`src/rtl/dvs_ravens_pkg.sv`:
```
// Shared DVS sensor sizing, system clock period and AER word packing.
package dvs_ravens_pkg;

  localparam int DVS_X_ADDR_BITS = 9;
  localparam int DVS_Y_ADDR_BITS = 8;
  localparam int CLK_PERIOD_NS   = 10;
  localparam int AER_BITS        = 10;

  typedef enum logic {
    PH_Y = 1'b0,
    PH_X = 1'b1
  } aer_phase_e;

  function automatic logic [AER_BITS-1:0] aer_y_word(
    input logic [DVS_Y_ADDR_BITS-1:0] y
  );
    return AER_BITS'(y);
  endfunction

  // Column in the upper bits, polarity in bit 0.
  function automatic logic [AER_BITS-1:0] aer_x_word(
    input logic [DVS_X_ADDR_BITS-1:0] x,
    input logic                       pol
  );
    return AER_BITS'({x, pol});
  endfunction

endpackage

```
`src/rtl/dvs_aer_transmitter.sv`:
```
// Word-serial AER transmitter: optional Y word then X word per event,
// four-phase req/ack handshake against a synchronized acknowledge.
module dvs_aer_transmitter
  import dvs_ravens_pkg::*;
#(
  parameter int SETUP_NS           = 50,
  parameter int ACK_TIMEOUT_CYCLES = 0,
  parameter int ALWAYS_SEND_Y      = 0
) (
  input  logic                       clk,
  input  logic                       rst_n,
  input  logic                       in_valid,
  input  logic [DVS_X_ADDR_BITS-1:0] in_x,
  input  logic [DVS_Y_ADDR_BITS-1:0] in_y,
  input  logic                       in_polarity,
  output logic                       in_ready,
  input  logic                       ack,
  output logic [AER_BITS-1:0]        aer,
  output logic                       xsel,
  output logic                       req,
  output logic                       event_sent,
  output logic                       timeout_err
);

  localparam int SETUP_RAW =
    (SETUP_NS + CLK_PERIOD_NS - 1) / CLK_PERIOD_NS;
  localparam int SETUP_CYCLES = (SETUP_RAW < 1) ? 1 : SETUP_RAW;
  localparam int CNT_LIM =
    (SETUP_CYCLES > ACK_TIMEOUT_CYCLES) ?
    SETUP_CYCLES : ACK_TIMEOUT_CYCLES;
  localparam int CNT_W = $clog2(CNT_LIM + 2);

  typedef enum logic [1:0] {
    S_IDLE,
    S_SETUP,
    S_WAIT_HI,
    S_WAIT_LO
  } state_e;

  state_e                     state_q, state_d;
  aer_phase_e                 phase_q, phase_d;
  logic [AER_BITS-1:0]        aer_q, aer_d;
  logic                       xsel_q, xsel_d;
  logic                       req_q, req_d;
  logic                       sent_q, sent_d;
  logic                       tmo_q, tmo_d;
  logic [DVS_Y_ADDR_BITS-1:0] last_y_q, last_y_d;
  logic                       last_vld_q, last_vld_d;
  logic [DVS_X_ADDR_BITS-1:0] x_q, x_d;
  logic [DVS_Y_ADDR_BITS-1:0] y_q, y_d;
  logic                       pol_q, pol_d;
  logic [CNT_W-1:0]           cnt_q, cnt_d;
  logic                       ack_meta_q, ack_sync_q;

  logic accept;
  logic need_y;
  logic tmo_hit;

  // Hold off one cycle after event_sent so events never overlap.
  assign in_ready = (state_q == S_IDLE) && !sent_q;
  assign accept   = in_valid && in_ready;

  assign aer         = aer_q;
  assign xsel        = xsel_q;
  assign req         = req_q;
  assign event_sent  = sent_q;
  assign timeout_err = tmo_q;

  always_ff @(posedge clk or negedge rst_n) begin
    if (!rst_n) begin
      ack_meta_q <= 1'b0;
      ack_sync_q <= 1'b0;
    end else begin
      ack_meta_q <= ack;
      ack_sync_q <= ack_meta_q;
    end
  end

  always_comb begin
    state_d    = state_q;
    phase_d    = phase_q;
    aer_d      = aer_q;
    xsel_d     = xsel_q;
    req_d      = req_q;
    sent_d     = 1'b0;
    tmo_d      = tmo_q;
    last_y_d   = last_y_q;
    last_vld_d = last_vld_q;
    x_d        = x_q;
    y_d        = y_q;
    pol_d      = pol_q;
    need_y     = !last_vld_q || (in_y != last_y_q) ||
                 (ALWAYS_SEND_Y != 0);
    tmo_hit    = (ACK_TIMEOUT_CYCLES > 0) &&
                 (cnt_q >= CNT_W'(ACK_TIMEOUT_CYCLES));

    unique case (state_q)
      S_IDLE: begin
        if (accept) begin
          x_d     = in_x;
          y_d     = in_y;
          pol_d   = in_polarity;
          state_d = S_SETUP;
          if (need_y) begin
            phase_d = PH_Y;
            aer_d   = aer_y_word(in_y);
            xsel_d  = 1'b0;
          end else begin
            phase_d = PH_X;
            aer_d   = aer_x_word(in_x, in_polarity);
            xsel_d  = 1'b1;
          end
        end
      end
      S_SETUP: begin
        if (cnt_q == CNT_W'(SETUP_CYCLES - 1)) begin
          state_d = S_WAIT_HI;
          req_d   = 1'b1;
        end
      end
      S_WAIT_HI: begin
        if (ack_sync_q) begin
          state_d = S_WAIT_LO;
          req_d   = 1'b0;
        end else if (tmo_hit) begin
          state_d    = S_IDLE;
          phase_d    = PH_Y;
          req_d      = 1'b0;
          tmo_d      = 1'b1;
          last_vld_d = 1'b0;
        end
      end
      S_WAIT_LO: begin
        if (!ack_sync_q) begin
          if (phase_q == PH_Y) begin
            last_y_d   = y_q;
            last_vld_d = 1'b1;
            phase_d    = PH_X;
            aer_d      = aer_x_word(x_q, pol_q);
            xsel_d     = 1'b1;
            state_d    = S_SETUP;
          end else begin
            sent_d  = 1'b1;
            phase_d = PH_Y;
            state_d = S_IDLE;
          end
        end else if (tmo_hit) begin
          state_d    = S_IDLE;
          phase_d    = PH_Y;
          req_d      = 1'b0;
          tmo_d      = 1'b1;
          last_vld_d = 1'b0;
        end
      end
      default: state_d = S_IDLE;
    endcase

    // Shared setup/timeout counter; restarts on every state change.
    if (state_d != state_q) begin
      cnt_d = '0;
    end else if (cnt_q == '1) begin
      cnt_d = cnt_q;
    end else begin
      cnt_d = cnt_q + 1'b1;
    end
  end

  always_ff @(posedge clk or negedge rst_n) begin
    if (!rst_n) begin
      state_q    <= S_IDLE;
      phase_q    <= PH_Y;
      aer_q      <= '0;
      xsel_q     <= 1'b0;
      req_q      <= 1'b0;
      sent_q     <= 1'b0;
      tmo_q      <= 1'b0;
      last_y_q   <= '0;
      last_vld_q <= 1'b0;
      x_q        <= '0;
      y_q        <= '0;
      pol_q      <= 1'b0;
      cnt_q      <= '0;
    end else begin
      state_q    <= state_d;
      phase_q    <= phase_d;
      aer_q      <= aer_d;
      xsel_q     <= xsel_d;
      req_q      <= req_d;
      sent_q     <= sent_d;
      tmo_q      <= tmo_d;
      last_y_q   <= last_y_d;
      last_vld_q <= last_vld_d;
      x_q        <= x_d;
      y_q        <= y_d;
      pol_q      <= pol_d;
      cnt_q      <= cnt_d;
    end
  end

endmodule

```
`config.mk`:
```
export PLATFORM = sky130hd
export DESIGN_NAME = dvs_aer_transmitter
export DESIGN_NICKNAME = d
export VERILOG_FILES = /design/src/rtl/dvs_ravens_pkg.sv /design/src/rtl/dvs_aer_transmitter.sv
export SDC_FILE = /design/constraint.sdc
export NUM_CORES = 1
export LEC_CHECK = 0
export CAP_MARGIN = 20
export CELL_PAD_IN_SITES_DETAIL_PLACEMENT = 2
export CELL_PAD_IN_SITES_GLOBAL_PLACEMENT = 2
export CORE_MARGIN = 2
export CORE_UTILIZATION = 34
export CTS_CLUSTER_SIZE = 25
export DETAILED_ROUTE_END_ITERATION = 6
export PLACE_DENSITY_LB_ADDON = 0.1
export SLEW_MARGIN = 20
export SYNTH_ARGS = -nofsm -noshare
export SYNTH_HDL_FRONTEND = slang
export SYNTH_SLANG_ARGS = --single-unit
```
`constraint.sdc`:
```
create_clock -name clk -period 2.54 [get_ports clk]
set_input_delay 0.254 -clock clk [delete_from_list [all_inputs] [get_ports clk]]
set_output_delay 0.254 -clock clk [all_outputs]
set_load 0.02 [all_outputs]
```
==> run metrics, run 1 <==
Syn-to-layout area delta 22.28%; Metal-1 WL 2.487 mm; I/O Pins 37; Leak 1.217 nW; Peak supply drop 0.5207 mV; pwr dens 1119 mW/mm2; fraction of layout cells with a size suffix above 1 10.12%; post-synth top area cell dfrtp_1; FF+latch area 0.001201 mm2; Slowest cell on crit path clkdlybuf4s50_1; routed wl met2 2.644 mm; crit start category flip-flop; clock sink count 48; post-CTS setup buffer count 0; Post-Syn Area 0.002212 mm2; Top delay family on crit path buffers and inverters; CTS H-tree lvls 2; port bufs 35; placed cells 326; Yosys top cell area share 54.30%; cells after synthesis 222; outcome completed; path type of the worst min-delay path reg -> reg; die area 0.007167 mm2; Setup crit end kind primary output; chip width 84.66 um; CTS tree built; metal3 WL 167 um; pin count of the biggest net entering global routing 49; Fillers 693; Synth cell types 32; DRT Pass-1 Iters 3; Die Y 84.66 um; combinational cell fraction of total power 40.9%; register share of total power 44.6%; final WL 5.379 mm; syn_nets 247; Hold Crit Start ack_meta_q$_DFF_PN0_; DR iter-0 viols 54; clk root buf clkbuf_8; DRC 0; EDFF count, synth 0; Post-DP HPWL 3.708 mm; clock edge transition at the registers on the reported setup and hold paths 90 ps; Synth Warn # 0; top_reg_cell synth dfrtp_1; core area 0.006314 mm2; WHS Path Cells 0; setup ws final 512.6 ps; DRT antenna net count 0; final setup fails 0; CP peak stage delay 640 ps; vias in the first global route 1794; switch share 38.57%; Critical Path AT 1770 ps; clk buf depth 2; layout net count 282; final slew viol count 0; DR WL/cell 16.10 um; top sig layer met4; fin crit share 79.82%; DP Worst Slack 587.2 ps; WP buf/inv 1; top post-synthesis cells by area dfrtp_1 (54%), nand2_1 (10%), mux2i_1 (4.5%); detailed-route via count 1676; Hold Fails Final Rpt 0; Clk network pwr share 14.5%; total grt overflow 0; worst flop-to-flop path endpoint aer[7]$_DFFE_PN0P_; r2r startpoint state_q[0]$_DFF_PN0_; total negative setup slack 0 ps; CP Max Fanout 13; initial antenna violation count 0; Psw 1.168 mW; reg-to-reg setup timing slack 670 ps; post-synthesis register bit count 48; final weighted congestion in routability-driven placement 0.6897; via-per-instance ratio 5.018; Hold Path End ack_sync_q$_DFF_PN0_; syn_area_per_cell 9.965 um2; worst path cell trace nor3_1 > clkdlybuf4s50_1; reg2reg path depth 5; WS Path Type reg -> out; area taken by multi-input logic gates 920.9 um2; RSZ-0062 raised after global routing false; number of inserted diodes 0; Clk Latency, worst-skew pair 300 ps; row count 29; starting density of the core 35.04%; minimum clock period 2027 ps; Finished Layout Cells 334; TritonCTS Buffers 5; CP Data Required Time 2290 ps; Async S/R FF share, synth 100.0%; gr usage total 16.68%; Clock Skew 7.401 ps; maxcap violations 0; Pint 1.860 mW; maximum clock rate 0.4933 GHz; sequential area share after synthesis 54.30%; first-pass GRT wire length 9.287 mm
==> timing repair <==
action,4_1_cts,5_1_grt
resized for setup,0,0
hold buffers,1,0
endpoints found under the hold margin,48,0
==> per-layer routing <==
metal  track usage, %  up-vias
met5                0        -
met2            28.06       24
met4            5.195        0
met1            21.72      850
met3            3.343        7
li1                 -      795
==> how the worst max path moves through the flow <==
stage,slack (ps),from,cells after the start,end
3_5_place_dp,590,in_y[2],7,aer[2]$_DFFE_PN0P_
2_1_floorplan,1060,state_q[1]$_DFF_PN0_,5,x_q[5]$_DFFE_PN0P_
4_1_cts,480,state_q[0]$_DFF_PN0_,2,in_ready
6_report,510,state_q[0]$_DFF_PN0_,2,in_ready
3_3_place_gp,610,in_y[2],7,aer[0]$_DFFE_PN0P_
5_1_grt,420,state_q[0]$_DFF_PN0_,2,in_ready
==> placed cells by master (no fill, tap or decap), types with 2 or more instances in the layout <==
cell	count
inv_1	3
a31oi_1	3
o21ai_0	5
nand2_1	60
buf_4	3
xnor2_1	10
mux2i_1	10
nor2_1	21
clkdlybuf4s50_1	34
ha_1	3
nor3_1	2
nand3_1	4
a21oi_1	16
dfrtp_1	48
or2_2	2
nand4_1	2
mux2_2	8
clkbuf_8	5
==> power groups by stage <==
stage	clock (mW)	sequential, mW	combinational, mW
2_1_floorplan	0	1.39	0.774
3_3_place_gp	0	1.35	1.22
3_5_place_dp	0	1.38	1.27
4_1_cts	0.460	1.36	1.28
5_1_grt	0.489	1.41	1.41
6_report	0.438	1.35	1.24
==> logic make-up (layout without fill, tap and decap cells) <==
kind of cell               count (synthesis)  count (layout)  share of synthesized area [%]
xor gates and xnor gates                  11              11                          4.355
DFF                                       48              48                          54.30
muxes                                     18              18                          8.598
and+or+nand+nor                          100             100                          20.65
adders and majority gates                  3               3                          1.697
AOI/OAI and AO/OA                         26              26                          6.165
buffers and inverters                     15              50                          4.073
other                                      1               1                         0.1695
==> Yosys cell counts (2+ instances only) <==
library cell,count
xnor2_1,10
nand4_1,2
or2_2,2
nand3_1,4
buf_6,3
mux2_2,8
inv_1,3
nor3_1,2
dfrtp_1,48
mux2i_1,10
nor2_1,21
ha_1,3
a21oi_1,16
buf_2,6
nand2_1,60
clkbuf_1,2
o21ai_0,5
a31oi_1,3
==> area by class of cell <==
type                    count  area share (%)
clock buffers               6           2.683
clock inverters             1          0.1850
inverters                   3          0.4163
multi-input cells         159           34.04
flip-flops and latches     48           44.40
well taps                  77           3.562
repair buffers             40           14.71
==> metrics by stage <==
stage / utilization (%) / hold WS [ps] / cell area (um2) / power (mW)
2_1_floorplan: - / -41.59 / 2212 / 2.160
3_3_place_gp: 41.46 / 265.6 / 2618 / 2.573
3_5_place_dp: 41.46 / 267.0 / 2618 / 2.642
4_1_cts: 42.85 / 357.5 / 2705 / 3.094
5_1_grt: 42.85 / 368.3 / 2705 / 3.303
6_report: 42.85 / 355.8 / 2705 / 3.028
==> flip-flops by register name, indices dropped and copies added (netlist names), 2 cells and up <==
name      flops
y_q           8
x_q           9
last_y_q      8
cnt_q         3
aer          10
state_q       2
Power figures use the tool's default switching activity.
==> inputs of run 2 (changes only) <==
--- a/config.mk
+++ b/config.mk
@@ -9,7 +9,7 @@
 export CELL_PAD_IN_SITES_DETAIL_PLACEMENT = 2
 export CELL_PAD_IN_SITES_GLOBAL_PLACEMENT = 2
 export CORE_MARGIN = 2
-export CORE_UTILIZATION = 34
+export CORE_UTILIZATION = 30
 export CTS_CLUSTER_SIZE = 25
 export DETAILED_ROUTE_END_ITERATION = 6
 export PLACE_DENSITY_LB_ADDON = 0.1
==> constraint.sdc (replaced) <==
create_clock -name clk -period 1.6 [get_ports clk]
set_input_delay 0.16 -clock clk [delete_from_list [all_inputs] [get_ports clk]]
set_output_delay 0.16 -clock clk [all_outputs]
set_load 0.02 [all_outputs]
==> run metrics, run 2 (synthesis gave the netlist of run 1 again) <==
outcome completed; DR iter-0 viols 68 (+26%); row count 31 (+6.9%); Clock Skew 7.091 ps (-0.3099 ps); worst setup path start state_q[1]$_DFF_PN0_; pin count of the biggest net entering global routing 49 (unchanged); DRT antenna net count 0 (unchanged); path type of the worst min-delay path in -> reg; clk root buf clkbuf_8; Critical Path AT 1720 ps (-50 ps); CTS H-tree lvls 2 (unchanged); clock edge transition at the registers on the reported setup and hold paths 90 ps (about the same); minimum clock period 1535 ps; crit-path most repeated cell nand2_1; Hold Slack 289.2 ps (-66.54 ps); layout net count 301 (+6.7%); Leak 1.376 nW (+13%); final weighted congestion in routability-driven placement 0.7007 (+1.6%); r2r startpoint state_q[1]$_DFF_PN0_; DRC 0 (unchanged); Overall Power 5.313 mW (+75%); TritonCTS Buffers 5 (unchanged); RSZ-0062 raised after global routing true; final WL 5.681 mm (+5.6%); port bufs 35 (unchanged); CP Max Fanout 21 (+8); Hold Fails Final Rpt 0 (unchanged); reg2reg path depth 3 (-2); initial antenna violation count 0 (unchanged); fraction of layout cells with a size suffix above 1 18.41% (+8.3 points); final slew viol count 0 (unchanged); gr usage total 15.38% (-1.3 points); Post-DP HPWL 4.107 mm (+11%); maximum clock rate 0.6515 GHz; Finished Layout Cells 376 (+13%); fin crit share 95.93%; worst flop-to-flop path endpoint y_q[2]$_DFFE_PN0P_; detailed-route via count 1752 (+4.5%); core area 0.007214 mm2 (+14%); first-pass GRT wire length 9.853 mm (+6.1%); starting density of the core 30.66% (-4.4 points); crit start category flip-flop; CTS tree built; Peak supply drop 0.6512 mV (+25%); placed cells 364 (+12%); WS Path Type reg -> reg; DR WL/cell 15.11 um (-6.2%); number of inserted diodes 0 (unchanged); commonest non-fill, non-tap cell in the layout nand2_1; clock sink count 48 (unchanged); max FFs per register 10 (unchanged); CP peak stage delay 720 ps (+80 ps); maxcap violations 0 (unchanged); die area 0.008077 mm2 (+13%); reg-to-reg setup timing slack 70 ps (-600 ps); worst path cell trace or4b_4 > nand2_1 > nand2_1; chip width 89.87 um (+6.2%); I/O Pins 37 (unchanged); DRT Pass-1 Iters 2 (-1); Setup crit end kind flip-flop; via-per-instance ratio 4.660 (-7.1%); CP Data Required Time 1790 ps (-500 ps); final setup fails 0 (unchanged); vias in the first global route 1935 (+7.9%); Fillers 791 (+14%); Worst setup endpoint y_q[2]$_DFFE_PN0P_; total grt overflow 0 (unchanged); most frequent cells in the layout nand2_1 (60), dfrtp_1 (46), clkdlybuf4s50_1 (32); Slowest cell on crit path or4b_4; clk buf depth 2 (unchanged); Syn-to-layout area delta 34.90%; pwr dens 1780 mW/mm2 (+59%); Die Y 89.87 um (+6.2%); Clk Latency, worst-skew pair 300 ps (about the same)
==> run 2: per-layer routing <==
metal	up-vias	track usage, %	wire length (um)
met5	-	0	0
met3	6	3.521	186
li1	837	-	-
met4	0	4.231	63
met1	885	21.68	2785
met2	24	23.93	2645
==> run 2: how the worst min path moves through the flow <==
stage | startpoint | end | slack (ps) | cells after the start
after floorplan | rst_n | ack_meta_q$_DFF_PN0_ | -140 | 0
after global placement | rst_n | x_q[7]$_DFFE_PN0P_ | 170 | 2
after detailed placement | rst_n | x_q[7]$_DFFE_PN0P_ | 180 | 2
after CTS | ack | ack_meta_q$_DFF_PN0_ | 280 | 1
after global routing | ack | ack_meta_q$_DFF_PN0_ | 280 | 1
final | ack | ack_meta_q$_DFF_PN0_ | 290 | 1
==> run 2: final cells by class <==
cell class                      count  area [um2]  area share [%]
Inverter                            3       11.26          0.3774
Sequential cell                    48        1204           40.34
Tap cell                           99       123.9           4.151
Clock buffer                        7       96.34           3.229
Multi-Input combinational cell    159       935.9           31.36
Timing Repair Buffer               59       583.1           19.54
Clock inverter                      1       30.03           1.006
==> run 2: repair_timing <==
| item | 4_1_cts | 5_1_grt |
|---|---|---|
| pin swaps | 1 | 8 |
| endpoints found under the hold margin | 48 | 0 |
| buffers inserted | 2 | 1 |
| endpoints found under the setup margin | 2 | 15 |
| hold buffers | 1 | 0 |
| resized for setup | 1 | 6 |
==> run 2: power breakdown <==
| part | internal (mW) | switching [mW] |
|---|---|---|
| Combinational | 1.10 | 1.13 |
| Clock | 0.552 | 0.412 |
| Sequential | 1.75 | 0.369 |
| Total | 3.40 | 1.91 |
==> run 2: stage by stage <==
stage	setup TNS (ps)	utilization, %	instance area [um2]	setup slack [ps]
global placement	-1307	38.68	2790	-145.9
detailed placement	-2073	38.68	2790	-224.8
global route	-145.1	41.36	2984	-40.42
finish	0	41.36	2984	65.06
CTS	0	40.93	2953	10.10
floorplan	0	-	2212	116.3
==> run 2: worst max-delay path: cells and delay by family, from the launching register on <==
family        cells  cell delay, ps
flops             1             480
simple gates      3             930
==> inputs of run 3 (changes only) <==
--- a/config.mk
+++ b/config.mk
@@ -12,7 +12,8 @@
 export CORE_UTILIZATION = 30
 export CTS_CLUSTER_SIZE = 25
 export DETAILED_ROUTE_END_ITERATION = 6
-export PLACE_DENSITY_LB_ADDON = 0.1
+export PLACE_DENSITY = 0.75
+export SETUP_SLACK_MARGIN = 0.5
 export SLEW_MARGIN = 20
 export SYNTH_ARGS = -nofsm -noshare
 export SYNTH_HDL_FRONTEND = slang
==> run metrics, run 3 (synthesis gave the netlist of run 1 again) <==
CTS tree built; clock sink count 48 (unchanged); most frequent cells in the layout dfrtp_1 (45), nand2_1 (24), nand2_2 (23); Setup crit end kind flip-flop; DP Worst Slack -384.7 ps (-160.0 ps); total grt overflow 0 (unchanged); crit start category flip-flop; gr usage total 22.94% (+7.6 points); Critical Path AT 1920 ps (+200 ps); DRC 0 (unchanged); path type of the worst min-delay path in -> reg; vias in the first global route 2402 (+24%); starting density of the core 30.66% (unchanged); number of inserted diodes 0 (unchanged); pwr dens 1887 mW/mm2 (+6.0%); first-pass GRT wire length 14.20 mm (+44%); core area 0.007214 mm2 (unchanged); clk buf depth 2 (unchanged); clock edge transition at the registers on the reported setup and hold paths 100 ps (about the same); I/O Pins 37 (unchanged); Clk Latency, worst-skew pair 310 ps (about the same); row count 31 (unchanged); Leak 1.761 nW (+28%); max FFs per register 10 (unchanged); maximum clock rate 0.5682 GHz (-13%); CP Max Fanout 5 (-76%); Hold Fails Final Rpt 0 (unchanged); maxcap violations 0 (unchanged); Hold Slack 302.3 ps (+13.09 ps); final WL 9.855 mm (+73%); minimum clock period 1760 ps (+225.0 ps); WS Path Type reg -> reg; total negative setup slack -764.1 ps (-764.1 ps); clk root buf clkbuf_8; CP Data Required Time 1760 ps (-30 ps); failing checks setup timing; Post-DP HPWL 4.457 mm (+8.5%); initial antenna violation count 0 (unchanged); DR WL/cell 24.27 um (+61%); outcome finished, violations left; setup ws final -159.9 ps (-225.0 ps); DR iter-0 viols 70 (+2.9%); port bufs 35 (unchanged); DRT antenna net count 0 (unchanged); fin crit share 110.0% (+14 points); Die Y 89.87 um (unchanged); layout net count 331 (+10%); fraction of layout cells with a size suffix above 1 51.47% (+33 points); Syn-to-layout area delta 68.78%; RSZ-0062 raised after global routing true; Clock Skew 19.89 ps (+12.80 ps); pin count of the biggest net entering global routing 49 (unchanged); final setup fails 16 (+16); chip width 89.87 um (unchanged); CTS H-tree lvls 2 (unchanged); die area 0.008077 mm2 (unchanged); commonest non-fill, non-tap cell in the layout dfrtp_1; DRT Pass-1 Iters 4 (+2); via-per-instance ratio 5.027 (+7.9%); TritonCTS Buffers 5 (unchanged); final weighted congestion in routability-driven placement 0.7103 (+1.4%); final slew viol count 0 (unchanged); detailed-route via count 2041 (+16%); Peak supply drop 0.6339 mV (-2.7%)
## run 3: final cells by class
cell class                 count  area, um2
clock buffer                   5      68.82
clock inverter                 3      42.54
fill                         730       3481
inverter                       3      11.26
multi-input combinational    162       1363
sequential                    48       1205
tap                           99      123.9
timing repair buffer          86      919.6
## run 3: timing repair
item / in CTS / in global routing
pin swaps: 26 / 40
gates resized for setup: 91 / 86
hold endpoints to repair: 48 / 0
hold buffers: 1 / 0
setup buffers: 19 / 5
endpoints found under the setup margin: 59 / 48
gates cloned: 8 / 0
## run 3: per-stage QoR
step / std cells / cell area (um2) / utilization (%) / total power [mW]
after detailed placement: 365 / 2853 / 39.54 / 4.581
final: 406 / 3734 / 51.75 / 7.046
after global routing: 406 / 3734 / 51.75 / 7.410
after floorplan: 222 / 2287 / - / 3.614
after global placement: 365 / 2853 / 39.54 / 4.406
after CTS: 401 / 3372 / 46.74 / 6.202
## run 3: where the power goes
group | total, mW | internal [mW] | switching [mW]
logic | 3.88 | 1.93 | 1.96
registers | 2.25 | 1.75 | 0.504
clock network | 0.911 | 0.464 | 0.448
## run 3: critical path, stage by stage, from the launching register on
cell and delay [ps]:
dfrtp_2 470, nor4b_4 420, nor2_4 100, bufbuf_16 290, a21oi_1 190, o21ai_1 140
## run 3: worst paths after layout
kind | slack, ps | startpoint | cells past startpoint | end
setup / recovery | -160 | state_q[0]$_DFF_PN0_ | 5 | aer[7]$_DFFE_PN0P_
min in group asynchronous | 380 | rst_n | 3 | last_y_q[2]$_DFFE_PN0P_
setup reg to reg | -160 | state_q[0]$_DFF_PN0_ | 5 | aer[7]$_DFFE_PN0P_
max in group asynchronous | 960 | rst_n | 3 | event_sent$_DFF_PN0_
hold reg to reg | 360 | ack_meta_q$_DFF_PN0_ | 0 | ack_sync_q$_DFF_PN0_
hold / removal | 300 | ack | 1 | ack_meta_q$_DFF_PN0_
## run 3: per-layer routing
layer,part of all wire [%],global-route usage (%),wire length (um),up-vias
met5,0,0,0,-
met3,3.2,3.018,312,21
met1,40,27.30,3979,1071
li1,-,-,-,903
met2,54,43.12,5296,46
met4,2.7,6.667,268,0
